$ cat src/rtl/snake_pkg.sv
// Shared encodings for the snake game logic: directions, game/exec states,
// controller handshake bit positions and board-cell helpers.
package snake_pkg;
  localparam int unsigned CELL_W = 6;

  localparam int unsigned TICK_BIT       = 0;
  localparam int unsigned NO_UPDATE_BIT  = 1;
  localparam int unsigned LOGIC_DONE_BIT = 0;
  localparam int unsigned GAME_END_BIT   = 1;

  typedef enum logic [1:0] {DIR_UP = 2'd0, DIR_DOWN = 2'd1, DIR_LEFT = 2'd2, DIR_RIGHT = 2'd3} dir_e;
  typedef enum logic [1:0] {GS_INIT = 2'd0, GS_RUN = 2'd1, GS_STOP = 2'd2} game_e;
  typedef enum logic [2:0] {S_IDLE, S_MOVE, S_UPDATE, S_FOOD_REQ, S_FOOD_CHK, S_DONE} exec_e;

  typedef logic [CELL_W-1:0] cell_t;

  localparam cell_t INIT_CELL0 = 6'd24;

  // Cell is {row, col}; 3-bit arithmetic gives the mod-8 wrap on both axes.
  function automatic cell_t next_cell(input cell_t c, input dir_e d);
    logic [2:0] row;
    logic [2:0] col;
    row = c[5:3];
    col = c[2:0];
    case (d)
      DIR_UP:    row = row + 3'd1;
      DIR_DOWN:  row = row - 3'd1;
      DIR_LEFT:  col = col - 3'd1;
      DIR_RIGHT: col = col + 3'd1;
    endcase
    return {row, col};
  endfunction

  function automatic logic [63:0] init_occ(input int unsigned len);
    logic [63:0] occ;
    occ = '0;
    for (int unsigned i = 0; i < len; i++) occ[INIT_CELL0 + cell_t'(i)] = 1'b1;
    return occ;
  endfunction

  function automatic logic [63:0] led_map(input logic [63:0] occ, input cell_t food,
                                          input cell_t head, input logic blink);
    logic [63:0] m;
    m = occ;
    m[food] = 1'b1;
    if (blink) m[head] = 1'b0;
    return m;
  endfunction
endpackage

$ cat src/rtl/snake_body_fifo.sv
// Circular buffer of body cells; head_cell is the newest entry, tail_cell the oldest.
module snake_body_fifo
  import snake_pkg::*;
#(
  parameter int unsigned MAX_LEN  = 16,
  parameter int unsigned INIT_LEN = 3,
  localparam int unsigned PTR_W   = $clog2(MAX_LEN),
  localparam int unsigned LEN_W   = $clog2(MAX_LEN + 1)
) (
  input  logic             clk,
  input  logic             rst_n,
  input  logic             init,
  input  logic             push,
  input  logic             pop,
  input  cell_t            push_cell,
  output cell_t            head_cell,
  output cell_t            tail_cell,
  output logic [LEN_W-1:0] length,
  output logic             full
);
  cell_t            mem_q [MAX_LEN];
  cell_t            mem_d [MAX_LEN];
  logic [PTR_W-1:0] head_ptr_q, head_ptr_d;
  logic [PTR_W-1:0] tail_ptr_q, tail_ptr_d;
  logic [LEN_W-1:0] len_q, len_d;

  function automatic logic [PTR_W-1:0] ptr_inc(input logic [PTR_W-1:0] p);
    return (p == PTR_W'(MAX_LEN - 1)) ? '0 : p + PTR_W'(1);
  endfunction

  always_comb begin
    mem_d      = mem_q;
    head_ptr_d = head_ptr_q;
    tail_ptr_d = tail_ptr_q;
    len_d      = len_q;
    if (init) begin
      for (int unsigned i = 0; i < MAX_LEN; i++)
        mem_d[i] = (i < INIT_LEN) ? INIT_CELL0 + cell_t'(i) : '0;
      head_ptr_d = PTR_W'(INIT_LEN - 1);
      tail_ptr_d = '0;
      len_d      = LEN_W'(INIT_LEN);
    end else begin
      if (push) begin
        head_ptr_d        = ptr_inc(head_ptr_q);
        mem_d[head_ptr_d] = push_cell;
      end
      if (pop) tail_ptr_d = ptr_inc(tail_ptr_q);
      case ({push, pop})
        2'b10:   len_d = len_q + LEN_W'(1);
        2'b01:   len_d = len_q - LEN_W'(1);
        default: len_d = len_q;
      endcase
    end
  end

  always_ff @(posedge clk or negedge rst_n) begin
    if (!rst_n) begin
      for (int unsigned i = 0; i < MAX_LEN; i++)
        mem_q[i] <= (i < INIT_LEN) ? INIT_CELL0 + cell_t'(i) : '0;
      head_ptr_q <= PTR_W'(INIT_LEN - 1);
      tail_ptr_q <= '0;
      len_q      <= LEN_W'(INIT_LEN);
    end else begin
      mem_q      <= mem_d;
      head_ptr_q <= head_ptr_d;
      tail_ptr_q <= tail_ptr_d;
      len_q      <= len_d;
    end
  end

  assign head_cell = mem_q[head_ptr_q];
  assign tail_cell = mem_q[tail_ptr_q];
  assign length    = len_q;
  assign full      = (len_q == LEN_W'(MAX_LEN));
endmodule

$ cat src/rtl/snake_logic.sv
// Snake game engine: advances the body on controller ticks, detects eating and
// self-collision, fetches new food from the PRNG and drives the 8x8 LED map.
module snake_logic
  import snake_pkg::*;
#(
  parameter int unsigned MAX_LEN    = 16,
  parameter int unsigned INIT_LEN   = 3,
  parameter int unsigned START_FOOD = 29
) (
  input  logic        clka,
  input  logic        restart_n,
  input  logic [1:0]  to_logic,
  input  logic [1:0]  direction_state,
  input  logic [1:0]  game_state,
  input  logic [5:0]  prng_value,
  input  logic        prng_ack,
  output logic        prng_req,
  output logic [1:0]  from_logic,
  output logic [63:0] led_array_flat
);
  localparam int unsigned LEN_W     = $clog2(MAX_LEN + 1);
  localparam cell_t       INIT_FOOD = cell_t'(START_FOOD);
  localparam cell_t       INIT_HEAD = INIT_CELL0 + cell_t'(INIT_LEN - 1);
  localparam logic [63:0] INIT_OCC  = init_occ(INIT_LEN);
  localparam logic [63:0] INIT_LED  = led_map(INIT_OCC, INIT_FOOD, INIT_HEAD, 1'b0);

  exec_e       state_q, state_d;
  logic        tick_prev_q, tick_prev_d;
  logic        tick_q, tick_d;
  cell_t       new_head_q, new_head_d;
  cell_t       cand_q, cand_d;
  cell_t       food_q, food_d;
  logic        blink_q, blink_d;
  logic        game_end_q, game_end_d;
  logic        logic_done_q, logic_done_d;
  logic        prng_req_q, prng_req_d;
  logic [63:0] occ_q, occ_d;
  logic [63:0] led_q, led_d;

  logic             eat;
  logic             fifo_init, fifo_push, fifo_pop, fifo_full;
  cell_t            fifo_head, fifo_tail;
  logic [LEN_W-1:0] fifo_len;
  logic             unused_len;

  snake_body_fifo #(.MAX_LEN(MAX_LEN), .INIT_LEN(INIT_LEN)) u_body (
    .clk       (clka),
    .rst_n     (restart_n),
    .init      (fifo_init),
    .push      (fifo_push),
    .pop       (fifo_pop),
    .push_cell (new_head_q),
    .head_cell (fifo_head),
    .tail_cell (fifo_tail),
    .length    (fifo_len),
    .full      (fifo_full)
  );
  assign unused_len = ^fifo_len;

  // The tick edge is registered before the FSM acts on it, so a plain move
  // reports LOGIC_DONE three edges after the edge that first samples the tick.
  always_comb begin
    tick_prev_d  = to_logic[TICK_BIT];
    tick_d       = to_logic[TICK_BIT] & ~tick_prev_q;
    state_d      = state_q;
    new_head_d   = new_head_q;
    cand_d       = cand_q;
    food_d       = food_q;
    blink_d      = blink_q;
    game_end_d   = game_end_q;
    logic_done_d = logic_done_q;
    prng_req_d   = prng_req_q;
    occ_d        = occ_q;
    led_d        = led_q;
    fifo_init    = 1'b0;
    fifo_push    = 1'b0;
    fifo_pop     = 1'b0;
    eat          = (new_head_q == food_q);
    case (state_q)
      S_IDLE, S_DONE: begin
        if (tick_q) begin
          logic_done_d = 1'b0;
          if (to_logic[NO_UPDATE_BIT]) begin
            blink_d = ~blink_q;
            state_d = S_DONE;
          end else if (game_state == GS_RUN && !game_end_q) begin
            state_d = S_MOVE;
          end else begin
            state_d = S_DONE;
          end
        end else if (game_state == GS_INIT) begin
          if (state_q == S_DONE) begin
            state_d      = S_IDLE;
            logic_done_d = 1'b0;
          end else begin
            fifo_init  = 1'b1;
            occ_d      = INIT_OCC;
            food_d     = INIT_FOOD;
            blink_d    = 1'b0;
            game_end_d = 1'b0;
            led_d      = INIT_LED;
          end
        end else if (state_q == S_DONE) begin
          logic_done_d = 1'b1;
        end
      end
      S_MOVE: begin
        new_head_d = next_cell(fifo_head, dir_e'(direction_state));
        state_d    = S_UPDATE;
      end
      S_UPDATE: begin
        // Stepping onto the tail cell is legal only when the tail leaves this move.
        if (occ_q[new_head_q] && !(new_head_q == fifo_tail && !eat)) begin
          game_end_d   = 1'b1;
          logic_done_d = 1'b1;
          state_d      = S_DONE;
        end else begin
          fifo_push = 1'b1;
          fifo_pop  = !eat || fifo_full;
          if (fifo_pop) occ_d[fifo_tail] = 1'b0;
          occ_d[new_head_q] = 1'b1;
          if (eat) begin
            prng_req_d = 1'b1;
            state_d    = S_FOOD_REQ;
          end else begin
            logic_done_d = 1'b1;
            state_d      = S_DONE;
          end
        end
      end
      S_FOOD_REQ: begin
        if (game_state == GS_INIT) begin
          prng_req_d = 1'b0;
          state_d    = S_IDLE;
        end else if (prng_ack) begin
          cand_d     = prng_value;
          prng_req_d = 1'b0;
          state_d    = S_FOOD_CHK;
        end
      end
      S_FOOD_CHK: begin
        if (occ_q[cand_q]) begin
          prng_req_d = 1'b1;
          state_d    = S_FOOD_REQ;
        end else begin
          food_d       = cand_q;
          logic_done_d = 1'b1;
          state_d      = S_DONE;
        end
      end
      default: state_d = S_IDLE;
    endcase
    if (state_d == S_DONE)
      led_d = led_map(occ_d, food_d, fifo_push ? new_head_q : fifo_head, blink_d);
  end

  always_ff @(posedge clka or negedge restart_n) begin
    if (!restart_n) begin
      state_q      <= S_IDLE;
      tick_prev_q  <= 1'b0;
      tick_q       <= 1'b0;
      new_head_q   <= '0;
      cand_q       <= '0;
      food_q       <= INIT_FOOD;
      blink_q      <= 1'b0;
      game_end_q   <= 1'b0;
      logic_done_q <= 1'b0;
      prng_req_q   <= 1'b0;
      occ_q        <= INIT_OCC;
      led_q        <= INIT_LED;
    end else begin
      state_q      <= state_d;
      tick_prev_q  <= tick_prev_d;
      tick_q       <= tick_d;
      new_head_q   <= new_head_d;
      cand_q       <= cand_d;
      food_q       <= food_d;
      blink_q      <= blink_d;
      game_end_q   <= game_end_d;
      logic_done_q <= logic_done_d;
      prng_req_q   <= prng_req_d;
      occ_q        <= occ_d;
      led_q        <= led_d;
    end
  end

  assign prng_req                   = prng_req_q;
  assign from_logic[LOGIC_DONE_BIT] = logic_done_q;
  assign from_logic[GAME_END_BIT]   = game_end_q;
  assign led_array_flat             = led_q;
endmodule
$ cat config.mk
export PLATFORM = sky130hd
export DESIGN_NAME = snake_logic
export DESIGN_NICKNAME = d
export VERILOG_FILES = /design/src/rtl/snake_pkg.sv /design/src/rtl/snake_body_fifo.sv /design/src/rtl/snake_logic.sv
export SDC_FILE = /design/constraint.sdc
export NUM_CORES = 1
export LEC_CHECK = 0
export CELL_PAD_IN_SITES_DETAIL_PLACEMENT = 0
export CELL_PAD_IN_SITES_GLOBAL_PLACEMENT = 1
export CORE_AREA = 3 3 222 202
export DETAILED_ROUTE_END_ITERATION = 6
export DIE_AREA = 0 0 225 205
export PLACE_DENSITY_LB_ADDON = 0.1
export SLEW_MARGIN = 20
export SYNTH_ARGS = -nofsm -noshare
export SYNTH_HDL_FRONTEND = slang
export SYNTH_SLANG_ARGS = --single-unit
export TNS_END_PERCENT = 30
$ cat constraint.sdc
create_clock -name clka -period 3.7 [get_ports clka]
set_input_delay 0.74 -clock clka [delete_from_list [all_inputs] [get_ports clka]]
set_output_delay 0.74 -clock clka [all_outputs]
set_load 0.01 [all_outputs]
==> run summary, run 1 <==
The most used flip-flop cell after synthesis is sky130_fd_sc_hd__dfrtp_1. Based on the critical path, the design can be clocked at up to 261 MHz. The worst-case IR drop observed on VDD is 0.000540 V. Clock latency on the worst-skew pair, taken at its later pin, is 620 ps. Cells fill 55.5% of the core in the end.

Headroom to the max-slew limit came out at 35.7%. The start-to-end type of the worst setup path was reg2reg. For the number of nets with antenna violations after detailed routing, the log shows 0.

Counting flops with an async set or reset pin after synthesis yields a share of 100%. The logs give 0 for the number of endpoints with negative hold slack in the final report and 1904 for the number of standard cells after synthesis. The number of buffers on the longest clock path was 3; the CTS buffer count was 31.

The die boundary width works out to 225 um. The tree is rooted in a sky130_fd_sc_hd__clkbuf_16. The via count of the first global-routing pass was 17.7k; the total number of vias was 18.7k.

The post-layout worst setup margin is -125 ps, and the required time of the critical path is 4200 ps. The logs give 0 for the number of hold buffers added after cts and 264 for the clock sink total. For this run, the number of Yosys warnings is 0. Of all nets on the critical path, the largest fanout is 12.

The initial core utilization was 40.6%; the vertical extent of the die was 205 um. After detailed routing, the total wire length is 85300 um. The kind of end point of the critical path was a flip-flop. For the floorplan die area, the log shows 46100 um2.

For this run, the register share of the synthesized area comes to 38.1%. Before antenna repair, the detailed router went through 5 iterations. The checks that failed: negative setup slack. After detailed routing, the number of remaining DRC violations is 0. The logs give 124000 um for the first-pass GRT wire length and 2 for the number of antenna violations at the first check in global routing. The total power divided by cell area was 1050 nW/um2. In the post-synthesis netlist, the biggest area contributors are sky130_fd_sc_hd__dfrtp_1, sky130_fd_sc_hd__mux2i_1, sky130_fd_sc_hd__mux4_2.

Entering global routing, the biggest net connects 83 pins. The mapped netlist covers 17400 um2. The share of the clock period used by the worst path after layout was 103%; the clock transition at the registers of the reported paths was 60 ps. Data on the critical path arrives at its endpoint at 4320 ps.

Setup repair after global routing could not meet its margin everywhere. The tools report the final number of setup-violating endpoints as 35. The synthesized design contains 264 register bits. Fraction of synthesized cell area taken by the top area cell type: 34.8%. OpenSTA, run right after detailed placement, puts the worst setup slack at -454 ps. The tools report the total of fill cells in the finished design as 3982. The run gives 1 as the number of H-tree levels.

TritonCTS built the clock tree. Row generation in the floorplan step produced 72 rows. Final weighted congestion of routability-driven global placement: 1.03. The detailed router finished its first iteration with 2500 violations. The shortest period the worst path allows was 3830 ps. Count of pins over their slew limit: 0. The flow ran to the end, but the final reports show violations. Between clock sinks in the finished design, the worst skew comes to 22.1 ps.

The synthesized design spends more area on one cell type than any other, namely sky130_fd_sc_hd__dfrtp_1. The average size of a mapped cell was 9.13 um2; the number of top-level pins was 82. The tools report the overall fraction of global-route tracks in use as 36.3%.

The core region is 42800 um2. Summed over all cells, the static leakage comes to 0.0103 uW. Summed over all nets, the half-perimeter wirelength after detailed placement is 64200 um. Cells with a size suffix above 1 make up 30.9% of the layout. The class of the tightest hold or removal check is in2async. The number of library cell types mapped by synthesis is 79. STA classifies the critical path startpoint as a flip-flop. The tools report the max-capacitance violation count as 0. For the total number of nets in the final design, the log shows 2302. The post-detailed-route via-to-cell ratio works out to 6.55.

The layout-stage area growth over the synthesis result was 36.6%. In this run, synthesis inferred 0 flip-flops with an integrated enable. The transition time at the pin with the least slew margin works out to 964 ps.

During placement, the flow inserted port buffers numbering 81. The tools report the total overflow reported by the global router as 0. Dividing the detail-routed wire length by the instance count gives 29.9 um.
## cells in the final DEF (no fill, tap or decap), types with 29 or more instances in the layout
cell type                         synthesis  final
sky130_fd_sc_hd__a21o_1                  42     42
sky130_fd_sc_hd__inv_1                   33     33
sky130_fd_sc_hd__mux2i_1                143    140
sky130_fd_sc_hd__clkbuf_16                0     34
sky130_fd_sc_hd__a31oi_1                 46     36
sky130_fd_sc_hd__o31ai_1                 35     29
sky130_fd_sc_hd__a22oi_1                 45     42
sky130_fd_sc_hd__nor3_1                  64     59
sky130_fd_sc_hd__nand2_1                177    175
sky130_fd_sc_hd__a21oi_1                 48     48
sky130_fd_sc_hd__dfrtp_1                242    236
sky130_fd_sc_hd__nor2_1                 103    101
sky130_fd_sc_hd__o211ai_1                36     36
sky130_fd_sc_hd__nand3_1                118    110
sky130_fd_sc_hd__o21ai_0                130    120
sky130_fd_sc_hd__mux4_2                  34     34
sky130_fd_sc_hd__clkdlybuf4s50_1          0     80
sky130_fd_sc_hd__buf_4                    3    382
## critical path, stage by stage (launching register included)
cell and delay (ps):
sky130_fd_sc_hd__dfrtp_2 500, sky130_fd_sc_hd__buf_12 190, sky130_fd_sc_hd__mux2i_1 120, sky130_fd_sc_hd__buf_4 130
sky130_fd_sc_hd__a22oi_2 270, sky130_fd_sc_hd__buf_4 170, sky130_fd_sc_hd__a211o_1 120, sky130_fd_sc_hd__nand4_1 120
sky130_fd_sc_hd__a2111o_1 420, sky130_fd_sc_hd__buf_6 160, sky130_fd_sc_hd__o41ai_2 330, sky130_fd_sc_hd__buf_4 210
sky130_fd_sc_hd__buf_12 150, sky130_fd_sc_hd__a31oi_1 130, sky130_fd_sc_hd__a211oi_2 420, sky130_fd_sc_hd__buf_4 190
sky130_fd_sc_hd__o31ai_1 70
## path summary, 6_finish.rpt
path                                 startpoint                 end  slack [ps]  depth (start not counted)
hold / removal                        restart_n         tick_prev_q         140                          1
hold reg to reg                     tick_prev_q              tick_q         420                          1
min in group clka                   tick_prev_q              tick_q         420                          1
setup / recovery           u_body.tail_ptr_q[1]  led_array_flat[30]        -130                         16
setup reg to reg           u_body.tail_ptr_q[1]  led_array_flat[30]        -130                         16
max in group asynchronous             restart_n    u_body.mem_q[88]        2670                          2
## sequential cells by signal, summed over array words and instances, names as in the netlist, 3 cells and up
name and count:
cand_q 6, food_q 6, led_array_flat 64, new_head_q 6, occ_q 64, state_q 3, u_body.head_ptr_q 4, u_body.length 5
u_body.mem_q 96, u_body.tail_ptr_q 4
## metrics by stage
step           cells  area [um2]  hold WS, ps  setup TNS, ps  total power, uW
2_1_floorplan   1905       17400          378              0            12200
4_1_cts         2834       23000          179           -250            23400
3_5_place_dp    2772       21600          425         -11560            19800
5_1_grt         2855       23800          207          -6330            25900
6_report        2856       23800          144          -1620            24800
3_3_place_gp    2772       21600          425         -10190            19800
## synth_stat cells, drive strengths merged, types with 36 or more instances
cell type,count
nor2,103
nand3,118
clkbuf,124
a221oi,45
nor3,75
a22oi,45
nand2,177
o21ai,140
o211ai,36
dfrtp,242
a21o,42
a21oi,48
a31oi,46
buf,50
o31ai,36
mux2i,143
## kinds of logic after synthesis
| logic type | Yosys count | synth area share (%) |
|---|---|---|
| adders and majority gates | 12 | 0.950 |
| xor gates and xnor gates | 21 | 1.06 |
| buffers and inverters | 210 | 4.96 |
| DFF | 264 | 38.1 |
| muxes | 190 | 13.5 |
| AOI/OAI and AO/OA | 596 | 24.1 |
| and+or+nand+nor | 610 | 17.3 |
| other | 1 | 0.0216 |
## routing by layer
| layer | vias to the layer above | GRT usage (%) | part of all wire, % |
|---|---|---|---|
| met5 | - | 0 | 0 |
| met4 | 0 | 8.31 | 2.8 |
| met3 | 146 | 13.3 | 13 |
| met2 | 1171 | 47.9 | 38 |
| met1 | 9380 | 55.5 | 46 |
| li1 | 8014 | - | - |
## area by class of cell
class / count / area (um2) / share of cell area, %
antenna: 1 / 2.50 / 0.0105
clock buffer: 46 / 862 / 3.63
clock inverter: 12 / 173 / 0.727
inverter: 36 / 135 / 0.569
multi-input combinational: 1431 / 10700 / 45.2
sequential: 264 / 6640 / 28.0
tap: 555 / 694 / 2.92
timing repair buffer: 511 / 4500 / 18.9
## timing repair
| item | 4_1_cts | 5_1_grt |
|---|---|---|
| buffers inserted | 4 | 18 |
| endpoints found under the hold margin | 0 | 0 |
| pin swaps | 7 | 42 |
| cloned | 0 | 3 |
| endpoints found under the setup margin | 68 | 99 |
| gates resized for setup | 55 | 118 |
## power by group
part	internal, uW	leakage (uW)	switching [uW]
combinational	6610	0.00633	9680
sequential	4060	0.00348	1230
clock	1880	0.000499	1360
Power figures use the tool's default switching activity.
==> inputs of run 2 (changes only) <==
CAP_MARGIN = 20   (was not set)
==> results of run 2 <==
Same layout as run 1: the final DEF is identical, and so are final timing and power.
==> variant: new RTL, settings of run 2 <==
`MAX_LEN` is set to 16 in 2 places; all go to 32.
--- a/src/rtl/snake_body_fifo.sv
+++ b/src/rtl/snake_body_fifo.sv
@@ -4,3 +4,3 @@
 #(
-  parameter int unsigned MAX_LEN  = 16,
+  parameter int unsigned MAX_LEN  = 32,
   parameter int unsigned INIT_LEN = 3,
--- a/src/rtl/snake_logic.sv
+++ b/src/rtl/snake_logic.sv
@@ -5,3 +5,3 @@
 #(
-  parameter int unsigned MAX_LEN    = 16,
+  parameter int unsigned MAX_LEN    = 32,
   parameter int unsigned INIT_LEN   = 3,
Function: no difference found for any inputs over 4 cycles, from zero or initial values; that may be too few to reach the edited logic, so the function may still have changed.
==> variant against run 2 <==
The run ends with DRC, setup timing left; setup slack worse by 0.022 ns; highest routed layer is now met5; synthesized area rose by 36%; total power grew 35%; synthesized cell count is 31% higher; design area rose by 33%; utilization grew 18 points; hold slack better by 0.049 ns; routed wire length up 28%; count of clock-buffer cells in the layout rose by 17; sequential cell count up 99; non-clock buffer count grew 55.
==> variant: results (changes against run 2) <==
Route
The number of design rule violations left after detail routing is 49 (was 0). The final routed wire length divided by cell count is 31.5 um (was 29.9 um). The met1 wire length came to 42600 um (was 39000 um). The first-pass iteration count of the detailed router is 7 (was 5). The met2 wire length is 42100 um (was 32500 um). The starting DRC count in detailed routing was 4420 (was 2500).

Power and ir drop
The switching share of power is 49.7% (was 49.4%). The reported net switching power is 16600 uW (was 12300 uW). The worst supply voltage drop on vdd is 873 uV (was 540 uV).

STA
The worst slew margin relative to its limit is 30.5% (was 35.7%). The least setup slack across all paths after layout is -0.147 ns (was -0.125 ns). The setup-violating endpoint count in the final report is 134 (was 35).

The sum of negative setup slack is -5.83 ns (was -1.62 ns).

Critical path
The critical-path cell with the highest stage delay is sky130_fd_sc_hd__o41a_4 (was sky130_fd_sc_hd__dfrtp_2). The largest incremental delay on the critical path is 0.53 ns (was 0.50 ns). The capturing point of the worst reg2reg path was led_array_flat[5] (was led_array_flat[30]).

The maximum fanout along the worst path is 15 (was 12).

CTS
The clock latency on the worst-skew pair came to 0.60 ns (was 0.62 ns). The deepest level of the CTS H-tree is 2 (was 1).

Placed design
The cell area reported after detailed placement is 27900 um^2 (was 21600 um^2). The minimum setup slack after placement is -0.191 ns (was -0.454 ns). The total half-perimeter wirelength after legalization and detailed placement is 77300 um (was 64200 um). The number of placed cells counting well taps was 3338 (was 2772).

Synth
The sequential fraction of the synthesis area was 38.4% (was 38.1%). The mean cell area of the mapped netlist is 9.50 um^2 (was 9.13 um^2). The xor-xnor portion of the synthesized cell area is 0.739% (was 1.06%). Cell types with the highest counts after synthesis: sky130_fd_sc_hd__nand2_1, sky130_fd_sc_hd__mux2i_1, sky130_fd_sc_hd__dfrtp_1 (was sky130_fd_sc_hd__dfrtp_1, sky130_fd_sc_hd__nand2_1, sky130_fd_sc_hd__mux2i_1).

GRT
The largest net degree at the start of global routing is 160 (was 83). The number of antenna violations at the first check in global routing was 3 (was 2). The met3 track demand over resource in global routing is 23.7% (was 13.3%).

The first-pass GRT wire length is 156000 um (was 124000 um).

Cells and area
The number of nets in the layout is 2912 (was 2302).

Run status
Violated checks: DRC, setup timing (was setup timing). Run status: complete, but fails checks (unchanged).
variant: cell count changes in the layout (fill, tap and decap cells not counted), moves of 23 or more:
cell                              run 2  this run
sky130_fd_sc_hd__buf_6               18        42
sky130_fd_sc_hd__a211oi_2            25         1
sky130_fd_sc_hd__nand2_1            175       363
sky130_fd_sc_hd__a21o_1              42        11
sky130_fd_sc_hd__dfrtp_1            236       338
sky130_fd_sc_hd__mux2i_1            140       345
sky130_fd_sc_hd__o21ai_0            120        67
sky130_fd_sc_hd__a221oi_1            27         4
sky130_fd_sc_hd__nand3_1            110        59
sky130_fd_sc_hd__nor2_1             101       142
variant: final cells by class:
cell class	instances	area, um^2	area share [%]
inverters	24	90.1	0.286
repair buffers	566	5400	17.1
well taps	555	694	2.20
clock inverters	10	128	0.405
clock buffers	63	1230	3.90
flip-flops and latches	363	9120	28.9
multi-input cells	1889	14900	47.2
